==> src/rtl/cmp_arbiter_pkg.sv <==
// Shared constants, FSM encoding and pointer helper for the round-robin
// signed-compare arbiter.
package cmp_arbiter_pkg;

  localparam int N_REQ_DEF = 4;
  localparam int WIDTH_DEF = 32;
  localparam int ID_W      = 3;

  typedef enum logic [1:0] {
    ST_IDLE = 2'd0,
    ST_EXEC = 2'd1,
    ST_RESP = 2'd2
  } state_t;

  // Pointer moves to the slot just after the winner, wrapping at n.
  function automatic logic [ID_W-1:0] rr_next(input logic [ID_W-1:0] idx, input int n);
    logic [ID_W-1:0] nxt;
    if (int'(idx) == n - 1) begin
      nxt = '0;
    end else begin
      nxt = idx + 3'd1;
    end
    return nxt;
  endfunction

endpackage

==> src/rtl/cmp_arbiter_rr_pick.sv <==
// Combinational round-robin picker: first valid bit at or above ptr,
// wrapping modulo N.
module rr_pick #(
  parameter int N  = 4,
  parameter int IW = 3
) (
  input  logic [N-1:0]  valid,
  input  logic [IW-1:0] ptr,
  output logic [N-1:0]  grant,
  output logic [IW-1:0] idx,
  output logic          any
);

  int j;

  // Scan from farthest offset to nearest so the closest valid bit wins last.
  always_comb begin
    grant = '0;
    idx   = '0;
    any   = 1'b0;
    j     = 0;
    for (int k = N - 1; k >= 0; k--) begin
      j = int'(ptr) + k;
      if (j >= N) begin
        j = j - N;
      end
      if (valid[j]) begin
        grant    = '0;
        grant[j] = 1'b1;
        idx      = IW'(j);
        any      = 1'b1;
      end
    end
  end

endmodule

==> src/rtl/cmp_arbiter.sv <==
// N requesters share one signed comparator; round-robin grant, three-state
// handshake (grant, compute, hold response until accepted).
module cmp_arbiter
  import cmp_arbiter_pkg::*;
#(
  parameter int N_REQ = N_REQ_DEF,
  parameter int WIDTH = WIDTH_DEF
) (
  input  logic                   clock,
  input  logic                   reset_n,
  input  logic [N_REQ-1:0]       req_valid,
  input  logic [N_REQ*WIDTH-1:0] req_a,
  input  logic [N_REQ*WIDTH-1:0] req_b,
  output logic [N_REQ-1:0]       req_ready,
  output logic                   resp_valid,
  input  logic                   resp_ready,
  output logic [ID_W-1:0]        resp_id,
  output logic                   resp_lt,
  output logic                   resp_ne
);

  state_t            state_q, state_d;
  logic [ID_W-1:0]   ptr_q, ptr_d;
  logic [ID_W-1:0]   id_q, id_d;
  logic [WIDTH-1:0]  a_q, a_d;
  logic [WIDTH-1:0]  nb_q, nb_d;
  logic              resp_lt_q, resp_lt_d;
  logic              resp_ne_q, resp_ne_d;
  logic [ID_W-1:0]   resp_id_q, resp_id_d;

  logic [N_REQ-1:0]  pick_grant;
  logic [ID_W-1:0]   pick_idx;
  logic              pick_any;
  logic [N_REQ-1:0]  ready_int;
  logic [WIDTH-1:0]  a_sel, b_sel;

  logic [WIDTH-1:0]  sum;
  logic              ovf, cmp_lt, cmp_ne;

  rr_pick #(.N(N_REQ), .IW(ID_W)) u_pick (
    .valid (req_valid),
    .ptr   (ptr_q),
    .grant (pick_grant),
    .idx   (pick_idx),
    .any   (pick_any)
  );

  always_comb begin
    a_sel = '0;
    b_sel = '0;
    for (int i = 0; i < N_REQ; i++) begin
      if (pick_grant[i]) begin
        a_sel = req_a[i*WIDTH +: WIDTH];
        b_sel = req_b[i*WIDTH +: WIDTH];
      end
    end
  end

  // Single shared subtractor: A + ~B + 1, signed less-than from overflow.
  assign sum    = a_q + nb_q + WIDTH'(1);
  assign ovf    = (a_q[WIDTH-1] == nb_q[WIDTH-1]) && (sum[WIDTH-1] != a_q[WIDTH-1]);
  assign cmp_lt = ovf ^ sum[WIDTH-1];
  assign cmp_ne = |sum;

  always_comb begin
    state_d   = state_q;
    ptr_d     = ptr_q;
    id_d      = id_q;
    a_d       = a_q;
    nb_d      = nb_q;
    resp_lt_d = resp_lt_q;
    resp_ne_d = resp_ne_q;
    resp_id_d = resp_id_q;
    ready_int = '0;
    case (state_q)
      ST_IDLE: begin
        ready_int = pick_grant;
        if (pick_any) begin
          a_d     = a_sel;
          nb_d    = ~b_sel;
          id_d    = pick_idx;
          ptr_d   = rr_next(pick_idx, N_REQ);
          state_d = ST_EXEC;
        end
      end
      ST_EXEC: begin
        resp_lt_d = cmp_lt;
        resp_ne_d = cmp_ne;
        resp_id_d = id_q;
        state_d   = ST_RESP;
      end
      ST_RESP: begin
        if (resp_ready) begin
          state_d = ST_IDLE;
        end
      end
      default: state_d = ST_IDLE;
    endcase
  end

  always_ff @(posedge clock or negedge reset_n) begin
    if (!reset_n) begin
      state_q   <= ST_IDLE;
      ptr_q     <= '0;
      id_q      <= '0;
      a_q       <= '0;
      nb_q      <= '0;
      resp_lt_q <= 1'b0;
      resp_ne_q <= 1'b0;
      resp_id_q <= '0;
    end else begin
      state_q   <= state_d;
      ptr_q     <= ptr_d;
      id_q      <= id_d;
      a_q       <= a_d;
      nb_q      <= nb_d;
      resp_lt_q <= resp_lt_d;
      resp_ne_q <= resp_ne_d;
      resp_id_q <= resp_id_d;
    end
  end

  // No grant may be offered while reset is held, even though state reads IDLE.
  assign req_ready  = reset_n ? ready_int : '0;
  assign resp_valid = (state_q == ST_RESP);
  assign resp_lt    = resp_lt_q;
  assign resp_ne    = resp_ne_q;
  assign resp_id    = resp_id_q;

endmodule

==> config.mk <==
export PLATFORM = sky130hd
export DESIGN_NAME = cmp_arbiter
export DESIGN_NICKNAME = d
export VERILOG_FILES = /design/src/rtl/cmp_arbiter_pkg.sv /design/src/rtl/cmp_arbiter_rr_pick.sv /design/src/rtl/cmp_arbiter.sv
export SDC_FILE = /design/constraint.sdc
export NUM_CORES = 1
export LEC_CHECK = 0
export BUFFER_PORTS_ARGS = -buffer_cell sky130_fd_sc_hd__buf_2
export CORE_UTILIZATION = 39
export DETAILED_ROUTE_END_ITERATION = 7
export MAX_ROUTING_LAYER = met4
export PLACE_DENSITY_LB_ADDON = 0.2
export SYNTH_ARGS = -nofsm -noshare
export SYNTH_HDL_FRONTEND = slang
export SYNTH_SLANG_ARGS = --single-unit
==> constraint.sdc <==
create_clock -name clock -period 5.4 [get_ports clock]
set_clock_uncertainty 0.15 [all_clocks]
set_input_delay 0.27 -clock clock [delete_from_list [all_inputs] [get_ports clock]]
set_output_delay 0.27 -clock clock [all_outputs]
set_load 0.005 [all_outputs]
==> insert_results.sql, run 1 <==
INSERT INTO impl_metrics (metric_group, metric, value, unit) VALUES
('synth', 'portion_of_the_post_synthesis_area_used_by_sequential_elements', '0.275', ''),
('hold_path', 'hp-class', 'input port to flop', ''),
('synth', 'synth_xor_area_frac', '0.0175', ''),
('sta', 'hold-worst-slack', '37.7', 'ps'),
('routing', 'drt-wirelength-per-cell', '20.0', 'µm'),
('power', 'power.switching_fraction', '0.527', ''),
('setup_path', 'critical_path.max_fanout', '65', ''),
('cts', 'cts_made_buffers', '9', ''),
('sta', 'hold_viol', '0', ''),
('synth', 'synth_compound_area_frac', '0.396', ''),
('routing', 'drc', '0', ''),
('routing', 'antenna_left', '0', ''),
('setup_path', 'cp_data_required_time', '4980', 'ps'),
('grt', 'grt_start_max_net_pins', '66', ''),
('sta', 'timing_worst_slew_pin_value', '942', 'ps'),
('setup_path', 'worst_path_dominant_cell_family', 'buffers and inverters', ''),
('layout', 'final_cell_area', '8810', 'µm²'),
('synth', 'yosys_most_used_dff', 'sky130_fd_sc_hd__dfrtp_1', ''),
('status', 'status', 'completed', ''),
('power', 'internal_power', '3.37', 'mW'),
('layout', 'fillers', '1745', ''),
('flow_run', 'drv.max_cap_violation_count', '0', ''),
('synth', 'syn_avg_cell_area', '8.41', 'µm²'),
('layout', 'final_util', '0.506', ''),
('placement', 'cell_area_placed', '8450', 'µm²'),
('synth', 'yosysMostFrequentCell', 'sky130_fd_sc_hd__o21ai_0', ''),
('layout', 'final_nets', '1368', ''),
('cts', 'post_cts_hold_buffer_count', '2', ''),
('routing', 'post_detailed_route_via_to_cell_ratio', '5.98', ''),
('synth', 'synth-seq-cells', '77', ''),
('layout', 'finish.cell_count_without_fillers', '1294', ''),
('grt', 'first_pass_grt_wire_length', '39500', 'µm'),
('grt', 'leftover_overflow_at_the_end_of_global_routing', '0', ''),
('sta', 'slew_headroom', '0.372', ''),
('layout', 'seqCellArea', '1930', 'µm²'),
('synth', 'synth_simple_gate_area_share', '0.147', ''),
('die', 'width_of_the_chip', '136', 'µm'),
('synth', 'largest_family_of_logic_cells_by_synthesized_area', 'compound AO/OA/AOI/OAI gates', ''),
('cts', 'worst_setup_hold_path_clk_slew', '70', 'ps'),
('layout', 'drive_gt1_frac', '0.336', ''),
('power', 'netSwitchingPower', '3.75', 'mW'),
('sta', 'tns', '0', 'ps'),
('setup_path', 'crit_chain', 'inv_1 > ha_1 > mux4_2 > nor2b_1 > o31ai_4 > buf_4 > nor2b_1 > buf_2', ''),
('placement', 'post_dp_hpwl', '19500', 'µm'),
('synth', 'yosys.area.top_type_share', '0.275', ''),
('synth', 'synth_mux_area_frac', '0.0313', ''),
('setup_path', 'worst_setup_path_end_kind', 'output port', ''),
('cts', 'cts_setup_buffers', '0', ''),
('cts', 'cts.root.buffer_cell', 'sky130_fd_sc_hd__clkbuf_16', ''),
('cts', 'cts_htree_levels', '3', ''),
('synth', 'synth_enable_flop_cells', '0', ''),
('sta', 'finalCriticalPeriod', '4370', 'ps'),
('synth', 'ys_types', '64', ''),
('synth', 'synth_area_leader_cell', 'sky130_fd_sc_hd__dfrtp_1', ''),
('setup_path', 'worst_setup_path_start_kind', 'flop', ''),
('setup_path', 'worst-endpoint-arrival', '3950', 'ps'),
('power', 'static-leakage-power', '3.97', 'nW'),
('synth', 'yosys-top-cells-count', 'sky130_fd_sc_hd__o21ai_0, sky130_fd_sc_hd__a21oi_1, sky130_fd_sc_hd__dfrtp_1, sky130_fd_sc_hd__nor2_1, sky130_fd_sc_hd__clkbuf_1', ''),
('synth', 'async_reset_ff_frac', '1.00', ''),
('die', 'design.core.area', '17400', 'µm²'),
('cts', 'cts.path.max_buffers', '2', ''),
('placement', 'routabilityCongestion', '0.908', ''),
('setup_path', 'path_buf_inv', '3', ''),
('die', 'fp-row-count', '48', ''),
('grt', 'groute.usage.overall', '0.288', ''),
('synth', 'post_synth_fa_ha_maj_area_fraction', '0.0787', ''),
('layout', 'footprint_of_the_multi_input_gates', '4720', 'µm²'),
('synth', 'synth_area_leaders', 'sky130_fd_sc_hd__dfrtp_1, sky130_fd_sc_hd__ha_1, sky130_fd_sc_hd__a221oi_2, sky130_fd_sc_hd__o21ai_0, sky130_fd_sc_hd__a21oi_1', ''),
('layout', 'synthToLayoutAreaGrowth', '26.0', '%'),
('sta', 'final-setup-viol-count', '0', ''),
('synth', 'yosys_warnings', '0', '');
[cells in the final DEF, fill, tap and decap left out, drive strengths merged, types with 6 or more instances in the layout]
| cell | n |
|---|---|
| o21a | 40 |
| nor2b | 11 |
| dfrtp | 77 |
| a221oi | 66 |
| mux2 | 7 |
| and3 | 36 |
| nand2b | 8 |
| nor2 | 62 |
| xnor2 | 9 |
| nor3 | 6 |
| o211ai | 6 |
| ha | 44 |
| a21oi | 79 |
| nand4 | 6 |
| a21o | 7 |
| nand2 | 39 |
| clkbuf | 10 |
| nand3 | 7 |
| buf | 284 |
| inv | 16 |
| o21ai | 127 |
| a31oi | 39 |
[area by class of cell]
| class | instances | area share |
|---|---|---|
| inverters | 15 | 0.00639 |
| multi-input cells | 672 | 0.536 |
| clock inverters | 6 | 0.0108 |
| repair buffers | 286 | 0.169 |
| diodes | 3 | 0.000852 |
| well taps | 225 | 0.0319 |
| clock buffers | 10 | 0.0271 |
| flip-flops and latches | 77 | 0.219 |
[metrics by stage]
stage,power (mW),worst slack (ps)
2_1_floorplan,5.13,2190
3_3_place_gp,6.35,1460
3_5_place_dp,6.37,1370
4_1_cts,7.09,1000
5_1_grt,7.73,781
6_report,7.11,1030
[kinds of logic (layout without fill, tap and decap cells)]
family | after synthesis | count (layout)
fa+ha+maj | 44 | 44
xor+xnor | 14 | 14
mux | 16 | 16
buf+inv | 83 | 317
other cells | 0 | 3
compound gates | 399 | 399
flops | 77 | 77
simple gates | 199 | 199
[power by group through the flow]
stage / Clock (mW) / Sequential [mW] / Combinational, mW
after floorplan: 0 / 1.01 / 4.12
after global placement: 0 / 1.15 / 5.21
after detailed placement: 0 / 1.15 / 5.21
after CTS: 0.703 / 1.15 / 5.24
after global routing: 0.725 / 1.18 / 5.83
final: 0.693 / 1.15 / 5.27
[worst min-delay path: stages]
cell                      delay [ps]
sky130_fd_sc_hd__buf_2            80
sky130_fd_sc_hd__a31oi_1          60
sky130_fd_sc_hd__o21a_1           90
[worst paths after layout]
| path | from | endpoint | slack, ps | cells after the start |
|---|---|---|---|---|
| hold reg to reg | id_q[1] | id_q[1] | 340 | 2 |
| min in group asynchronous | reset_n | nb_q[7] | 260 | 2 |
| setup / recovery | ptr_q[0] | req_ready[1] | 1030 | 8 |
| hold / removal | req_b[102] | nb_q[6] | 40 | 3 |
| setup reg to reg | ptr_q[0] | nb_q[3] | 1400 | 8 |
| max in group asynchronous | reset_n | a_q[14] | 3820 | 3 |
[registers in the layout, indices dropped and copies added (netlist names)]
signal / flops
resp_id: 3
ptr_q: 3
id_q: 3
nb_q: 32
state_q: 2
resp_ne: 1
a_q: 32
resp_lt: 1
[layer usage]
layer / wire, µm / up-vias / track usage / share of wire
li1: - / 3663 / - / -
met1: 11900 / 3785 / 0.391 / 0.46
met2: 12300 / 254 / 0.445 / 0.47
met3: 1410 / 35 / 0.0507 / 0.055
met4: 403 / 0 / 0.0636 / 0.016
met5: 0 / - / - / 0
Power figures use the tool's default switching activity.
==> run 2: changes to the inputs <==
==> constraint.sdc (replaced) <==
create_clock -name clock -period 4.4 [get_ports clock]
set_clock_uncertainty 0.15 [all_clocks]
set_input_delay 0.22 -clock clock [delete_from_list [all_inputs] [get_ports clock]]
set_output_delay 0.22 -clock clock [all_outputs]
set_load 0.005 [all_outputs]
==> run 2 against run 1 <==
Compared with the run above:
- sequential power increased by 20%
- cell count increased by 2.2%
- via count increased by 2.4%
- flip-flop and latch count unchanged
- die area unchanged
- critical path type unchanged
- highest routed layer unchanged
==> insert_results.sql, run 2 (same netlist as run 1, synthesis figures left out) <==
INSERT INTO impl_metrics (metric_group, metric, value, unit) VALUES
('placement', 'post-place-ws', '607', 'ps'),
('flow_run', 'drv.max_cap_violation_count', '0', ''),
('sta', 'timing_worst_slew_pin_value', '980', 'ps'),
('layout', 'final_cell_mix', 'sky130_fd_sc_hd__buf_2, sky130_fd_sc_hd__o21ai_0, sky130_fd_sc_hd__a21oi_1, sky130_fd_sc_hd__dfrtp_1, sky130_fd_sc_hd__nor2_1', ''),
('cts', 'cts_made_buffers', '9', ''),
('placement', 'post_dp_hpwl', '19800', 'µm'),
('die', 'design.die.area', '18500', 'µm²'),
('die', 'fp-row-count', '48', ''),
('cts', 'worst_skew_pair.late_latency', '350', 'ps'),
('routing', 'via_count', '7919', ''),
('hold_path', 'hp-start', 'req_a[81]', ''),
('cts', 'worst_setup_hold_path_clk_slew', '70', 'ps'),
('routing', 'highest-signal-layer', 'met4', ''),
('die', 'chipHeight', '136', 'µm'),
('routing', 'drc', '0', ''),
('hold_path', 'hp-class', 'input port to flop', ''),
('setup_path', 'worst-endpoint-arrival', '3810', 'ps'),
('layout', 'final_cell_area', '9120', 'µm²'),
('die', 'pin_count', '273', ''),
('routing', 'met3_wirelength', '1460', 'µm'),
('layout', 'registers_with_the_highest_flip_flop_counts', 'a_q (32), nb_q (32)', ''),
('setup_path', 'setup.worst_path.class', 'flop to output port', ''),
('sta', 'rsz0062_at_grt', 'false', ''),
('routing', 'drt-wirelength-per-cell', '20.2', 'µm'),
('routing', 'post_detailed_route_via_to_cell_ratio', '5.99', ''),
('grt', 'grt_start_max_net_pins', '66', ''),
('sta', 'final-setup-viol-count', '0', ''),
('routing', 'drt_iter0_markers', '807', ''),
('routing', 'wl_met1', '12300', 'µm'),
('grt', 'first_pass_grt_wire_length', '41000', 'µm'),
('placement', 'cell_area_placed', '8480', 'µm²'),
('layout', 'mostFrequentLayoutCell', 'sky130_fd_sc_hd__buf_2', ''),
('sta', 'tns', '0', 'ps'),
('status', 'status', 'completed', ''),
('layout', 'synthToLayoutAreaGrowth', '30.4', '%'),
('layout', 'drive_gt1_frac', '0.330', ''),
('grt', 'antenna_found_initial', '2', ''),
('sta', 'hold_viol', '0', ''),
('setup_path', 'critical_path.max_fanout', '65', ''),
('power', 'ir_drop', '727', 'µV'),
('power', 'static-leakage-power', '4.11', 'nW'),
('power', 'cellPowerDensity', '976', 'nW/µm²'),
('die', 'design.core.area', '17400', 'µm²'),
('grt', 'leftover_overflow_at_the_end_of_global_routing', '0', ''),
('cts', 'cts_htree_levels', '3', ''),
('grt', 'groute.usage.overall', '0.297', ''),
('grt', 'grt_pass1_vias', '7591', ''),
('sta', 'finalCriticalPeriod', '4180', 'ps'),
('sta', 'maxSlewViolCount', '0', ''),
('cts', 'cts.root.buffer_cell', 'sky130_fd_sc_hd__clkbuf_16', ''),
('placement', 'routabilityCongestion', '0.911', ''),
('cts', 'cts.path.max_buffers', '2', ''),
('setup_path', 'r2r_start', 'ptr_q[1]', ''),
('routing', 'detail_route.first_pass.iterations', '5', ''),
('cts', 'clock-sinks', '77', ''),
('setup_path', 'cp_data_required_time', '4030', 'ps'),
('sta', 'slew_headroom', '0.347', ''),
('sta', 'highest_clock_rate', '0.239', 'GHz'),
('setup_path', 'worst_setup_path_start_kind', 'flop', ''),
('routing', 'wl_met2', '12300', 'µm'),
('setup_path', 'crit_path_launch', 'ptr_q[1]', ''),
('placement', 'placement.io_buffers', '272', ''),
('routing', 'postRouteWirelength', '26700', 'µm'),
('die', 'width_of_the_chip', '136', 'µm'),
('layout', 'final_util', '0.524', ''),
('sta', 'min_period_over_period', '0.950', ''),
('routing', 'antenna_left', '0', ''),
('cts', 'post_cts_resize_count', '0', ''),
('sta', 'worst_slack', '219', 'ps'),
('layout', 'final_nets', '1398', ''),
('layout', 'fillers', '1670', ''),
('setup_path', 'worst_setup_path_end_kind', 'output port', ''),
('die', 'initial_core_util', '0.402', ''),
('cts', 'cts_tree', 'yes', '');
-- run 2: cell type report --
type | count | area, µm² | area share
Antenna cell | 2 | 5.00 | 0.000549
Clock buffer | 9 | 225 | 0.0247
Clock inverter | 7 | 130 | 0.0143
Inverter | 15 | 56.3 | 0.00617
Multi-Input combinational cell | 672 | 4720 | 0.517
Sequential cell | 77 | 1930 | 0.211
Tap cell | 225 | 282 | 0.0309
Timing Repair Buffer | 316 | 1780 | 0.195
-- run 2: metrics by stage --
step | hold WS [ps] | total power, mW | std cells
floorplan | -226 | 6.29 | 832
global placement | 37.0 | 7.85 | 1277
detailed placement | 45.1 | 7.88 | 1277
CTS | 0.108 | 8.87 | 1321
global route | 8.04 | 9.61 | 1323
finish | 0.00211 | 8.90 | 1323
-- run 2: worst max-delay path, stage by stage (launching register included) --
cell and delay [ps]:
sky130_fd_sc_hd__dfrtp_1 570, sky130_fd_sc_hd__inv_1 210, sky130_fd_sc_hd__ha_1 400, sky130_fd_sc_hd__mux4_2 660, sky130_fd_sc_hd__nor2b_1 220, sky130_fd_sc_hd__o31ai_4 230
sky130_fd_sc_hd__buf_4 770, sky130_fd_sc_hd__nor2b_1 220, sky130_fd_sc_hd__buf_2 130
-- run 2: repair_timing --
item / 4_1_cts / 5_1_grt
buffers inserted: 0 / 0
setup endpoints to repair: 0 / 0
hold endpoints to repair: 53 / 0
hold buffers: 28 / 0
-- run 2: path summary, 6_finish.rpt --
path | slack, ps | end | depth (start not counted)
max | 220 | req_ready[1] | 8
min | 0.002 | a_q[17] | 3
max reg2reg | 550 | nb_q[1] | 8
min reg2reg | 340 | id_q[1] | 2
max in group asynchronous | 2850 | nb_q[31] | 3
min in group asynchronous | 230 | nb_q[8] | 2
-- run 2: routing by layer --
metal / global-route usage / vias up
met1: 0.407 / 3819
met5: - / -
li1: - / 3740
met3: 0.0362 / 53
met2: 0.453 / 307
met4: 0.0981 / 0
-- run 2: where the power goes --
group / internal, mW / switching, mW
Sequential: 1.06 / 0.318
Clock: 0.566 / 0.360
Combinational: 2.59 / 4.01
Total: 4.22 / 4.68
==> run 3: changes to the inputs <==
--- a/config.mk
+++ b/config.mk
@@ -6,8 +6,10 @@
 export NUM_CORES = 1
 export LEC_CHECK = 0
 export BUFFER_PORTS_ARGS = -buffer_cell sky130_fd_sc_hd__buf_2
+export CORE_ASPECT_RATIO = 1.2
 export CORE_UTILIZATION = 39
 export DETAILED_ROUTE_END_ITERATION = 7
+export GPL_TIMING_DRIVEN = 0
 export MAX_ROUTING_LAYER = met4
 export PLACE_DENSITY_LB_ADDON = 0.2
 export SYNTH_ARGS = -nofsm -noshare
==> run 3 against run 2 <==
Compared with the run above:
- wire length grew 7.6%
- sequential power is essentially flat
- total power grew 3.5%
- first-iteration DRC count shrank 29%
- cell count grew 3.4%
- flip-flop and latch count is the same
- via count grew 3.1%
- core utilization grew 0.35 points
- cell area grew 1.2%
- worst setup slack lost 73 ps
- clock power shrank 14%
==> insert_results.sql, run 3 (same netlist as run 1, synthesis figures left out) <==
INSERT INTO impl_metrics (metric_group, metric, value, unit) VALUES
('status', 'status', 'completed', ''),
('layout', 'final_cell_mix', 'sky130_fd_sc_hd__buf_2, sky130_fd_sc_hd__o21ai_0, sky130_fd_sc_hd__a21oi_1', ''),
('routing', 'via_count', '8165', ''),
('setup_path', 'worst_setup_path_end_kind', 'flop', ''),
('setup_path', 'crit_chain', 'inv_1 > ha_1 > mux4_2 > clkbuf_1 > nor2_1 > a21oi_2 > o21ai_2 > buf_1 > a221oi_1 > o21ai_1', ''),
('power', 'cellPowerDensity', '998', 'nW/µm²'),
('cts', 'cts_tree', 'yes', ''),
('grt', 'grt_start_max_net_pins', '53', ''),
('setup_path', 'worst_setup_path_start_kind', 'flop', ''),
('grt', 'groute.usage.overall', '0.315', ''),
('routing', 'drt_iter0_markers', '569', ''),
('setup_path', 'timing.critical_path.slowest_stage_cell', 'sky130_fd_sc_hd__buf_1', ''),
('setup_path', 'worst-endpoint-arrival', '4380', 'ps'),
('routing', 'antenna_left', '0', ''),
('sta', 'min_period_over_period', '0.967', ''),
('flow_run', 'drv.max_cap_violation_count', '0', ''),
('sta', 'tns', '0', 'ps'),
('sta', 'slew_headroom', '0.458', ''),
('routing', 'drt-wirelength-per-cell', '21.0', 'µm'),
('setup_path', 'delay_of_the_slowest_critical_path_stage', '670', 'ps'),
('layout', 'seqCellArea', '1930', 'µm²'),
('placement', 'placement.io_buffers', '272', ''),
('sta', 'finalCriticalPeriod', '4250', 'ps'),
('die', 'fp-row-count', '53', ''),
('layout', 'synthToLayoutAreaGrowth', '32.0', '%'),
('grt', 'antenna_found_initial', '2', ''),
('sta', 'highest_clock_rate', '0.235', 'GHz'),
('cts', 'cts_made_buffers', '9', ''),
('setup_path', 'cp_data_required_time', '4520', 'ps'),
('die', 'design.core.area', '17500', 'µm²'),
('layout', 'registers_with_the_highest_flip_flop_counts', 'a_q (32), nb_q (32)', ''),
('layout', 'footprint_of_the_multi_input_gates', '4690', 'µm²'),
('die', 'chipHeight', '149', 'µm'),
('die', 'design.die.area', '18500', 'µm²'),
('layout', 'fillers', '1759', ''),
('sta', 'timing_worst_slew_pin_value', '809', 'ps'),
('routing', 'drc', '0', ''),
('hold_path', 'hp-class', 'input port to flop', ''),
('setup_path', 'setup.worst_path.class', 'flop to flop', ''),
('die', 'width_of_the_chip', '124', 'µm'),
('routing', 'post_detailed_route_via_to_cell_ratio', '5.97', ''),
('sta', 'hold_viol', '0', ''),
('grt', 'grt_pass1_vias', '8069', ''),
('cts', 'worst_setup_hold_path_clk_slew', '60', 'ps'),
('grt', 'leftover_overflow_at_the_end_of_global_routing', '0', ''),
('placement', 'routabilityCongestion', '0.930', ''),
('grt', 'first_pass_grt_wire_length', '43600', 'µm'),
('cts', 'cts.path.max_buffers', '2', ''),
('power', 'ir_drop', '438', 'µV'),
('power', 'static-leakage-power', '4.16', 'nW'),
('setup_path', 'r2r_slack', '150', 'ps'),
('layout', 'final_nets', '1448', ''),
('setup_path', 'critical_path.max_fanout', '11', ''),
('sta', 'rsz0062_at_grt', 'false', ''),
('placement', 'post_dp_hpwl', '22500', 'µm'),
('power', 'design_power_total', '9.22', 'mW'),
('die', 'initial_core_util', '0.400', ''),
('cts', 'worst_skew_pair.late_latency', '350', 'ps'),
('cts', 'clock-sinks', '77', ''),
('layout', 'mostFrequentLayoutCell', 'sky130_fd_sc_hd__buf_2', ''),
('routing', 'detail_route.first_pass.iterations', '5', ''),
('routing', 'postRouteWirelength', '28700', 'µm'),
('cts', 'cts.root.buffer_cell', 'sky130_fd_sc_hd__clkbuf_16', ''),
('cts', 'cts_htree_levels', '3', ''),
('sta', 'final-setup-viol-count', '0', ''),
('sta', 'maxSlewViolCount', '0', ''),
('layout', 'drive_gt1_frac', '0.320', ''),
('die', 'pin_count', '273', '');
==> run 3: cell count changes in the layout (fill, tap and decap cells not counted), moves of 2 or more <==
cell and change:
sky130_fd_sc_hd__buf_6 +4, sky130_fd_sc_hd__clkinv_4 +2, sky130_fd_sc_hd__inv_8 -2, sky130_fd_sc_hd__o21ai_4 -2
sky130_fd_sc_hd__clkbuf_1 +44, sky130_fd_sc_hd__buf_4 -8, sky130_fd_sc_hd__bufinv_16 -2, sky130_fd_sc_hd__buf_2 +10
sky130_fd_sc_hd__dlygate4sd3_1 -3
==> run 3: per-stage QoR <==
stage                     std cells  setup WS (ps)  hold slack (ps)  utilization  area (µm²)
after global routing           1368          0.324             4.10        0.527        9230
after global placement         1324            136              272        0.493        8630
final                          1368            147             4.27        0.527        9230
after CTS                      1366            130            0.882        0.527        9220
after detailed placement       1325            138             30.8        0.495        8660
after floorplan                 832           1190             -226            -        7000
==> run 3: repair_timing <==
item	CTS	global route
endpoints found under the setup margin	0	3
hold endpoints to repair	50	0
resized for setup	0	5
hold buffers	25	0
buffers inserted	0	0
==> run 3: power breakdown <==
part	internal, mW	switching [mW]
clock network	0.460	0.336
logic	2.70	4.33
registers	1.07	0.321
==> run 3: final cells by class <==
class | count | area share
sequential | 77 | 0.209
inverter | 15 | 0.00610
clock inverter | 6 | 0.00759
multi-input combinational | 672 | 0.508
buffer | 68 | 0.0356
timing repair buffer | 298 | 0.178
antenna | 2 | 0.000542
clock buffer | 10 | 0.0259
tap | 220 | 0.0298
==> run 3: routing by layer <==
layer  track usage  share of wire  vias up
met4         0.106          0.027        0
met3        0.0547          0.060       41
li1              -              -     3836
met2         0.512           0.49      299
met1         0.395           0.43     3989
met5             -              0        -
==> run 3: worst paths after layout <==
check | start | cells after the start | endpoint
hold reg to reg | resp_lt | 2 | resp_lt
max in group asynchronous | reset_n | 3 | ptr_q[0]
setup reg to reg | ptr_q[1] | 10 | a_q[19]
min in group asynchronous | reset_n | 2 | nb_q[6]
setup / recovery | ptr_q[1] | 10 | a_q[19]
hold / removal | req_b[100] | 3 | nb_q[4]
==> run 3: worst max-delay path: cells and delay by family, from the launching register on <==
kind,cells,cell delay [ps]
DFF,1,610
adders and majority gates,1,410
muxes,1,550
buffers and inverters,3,1160
AOI/OAI and AO/OA,4,1110
and+or+nand+nor,1,180
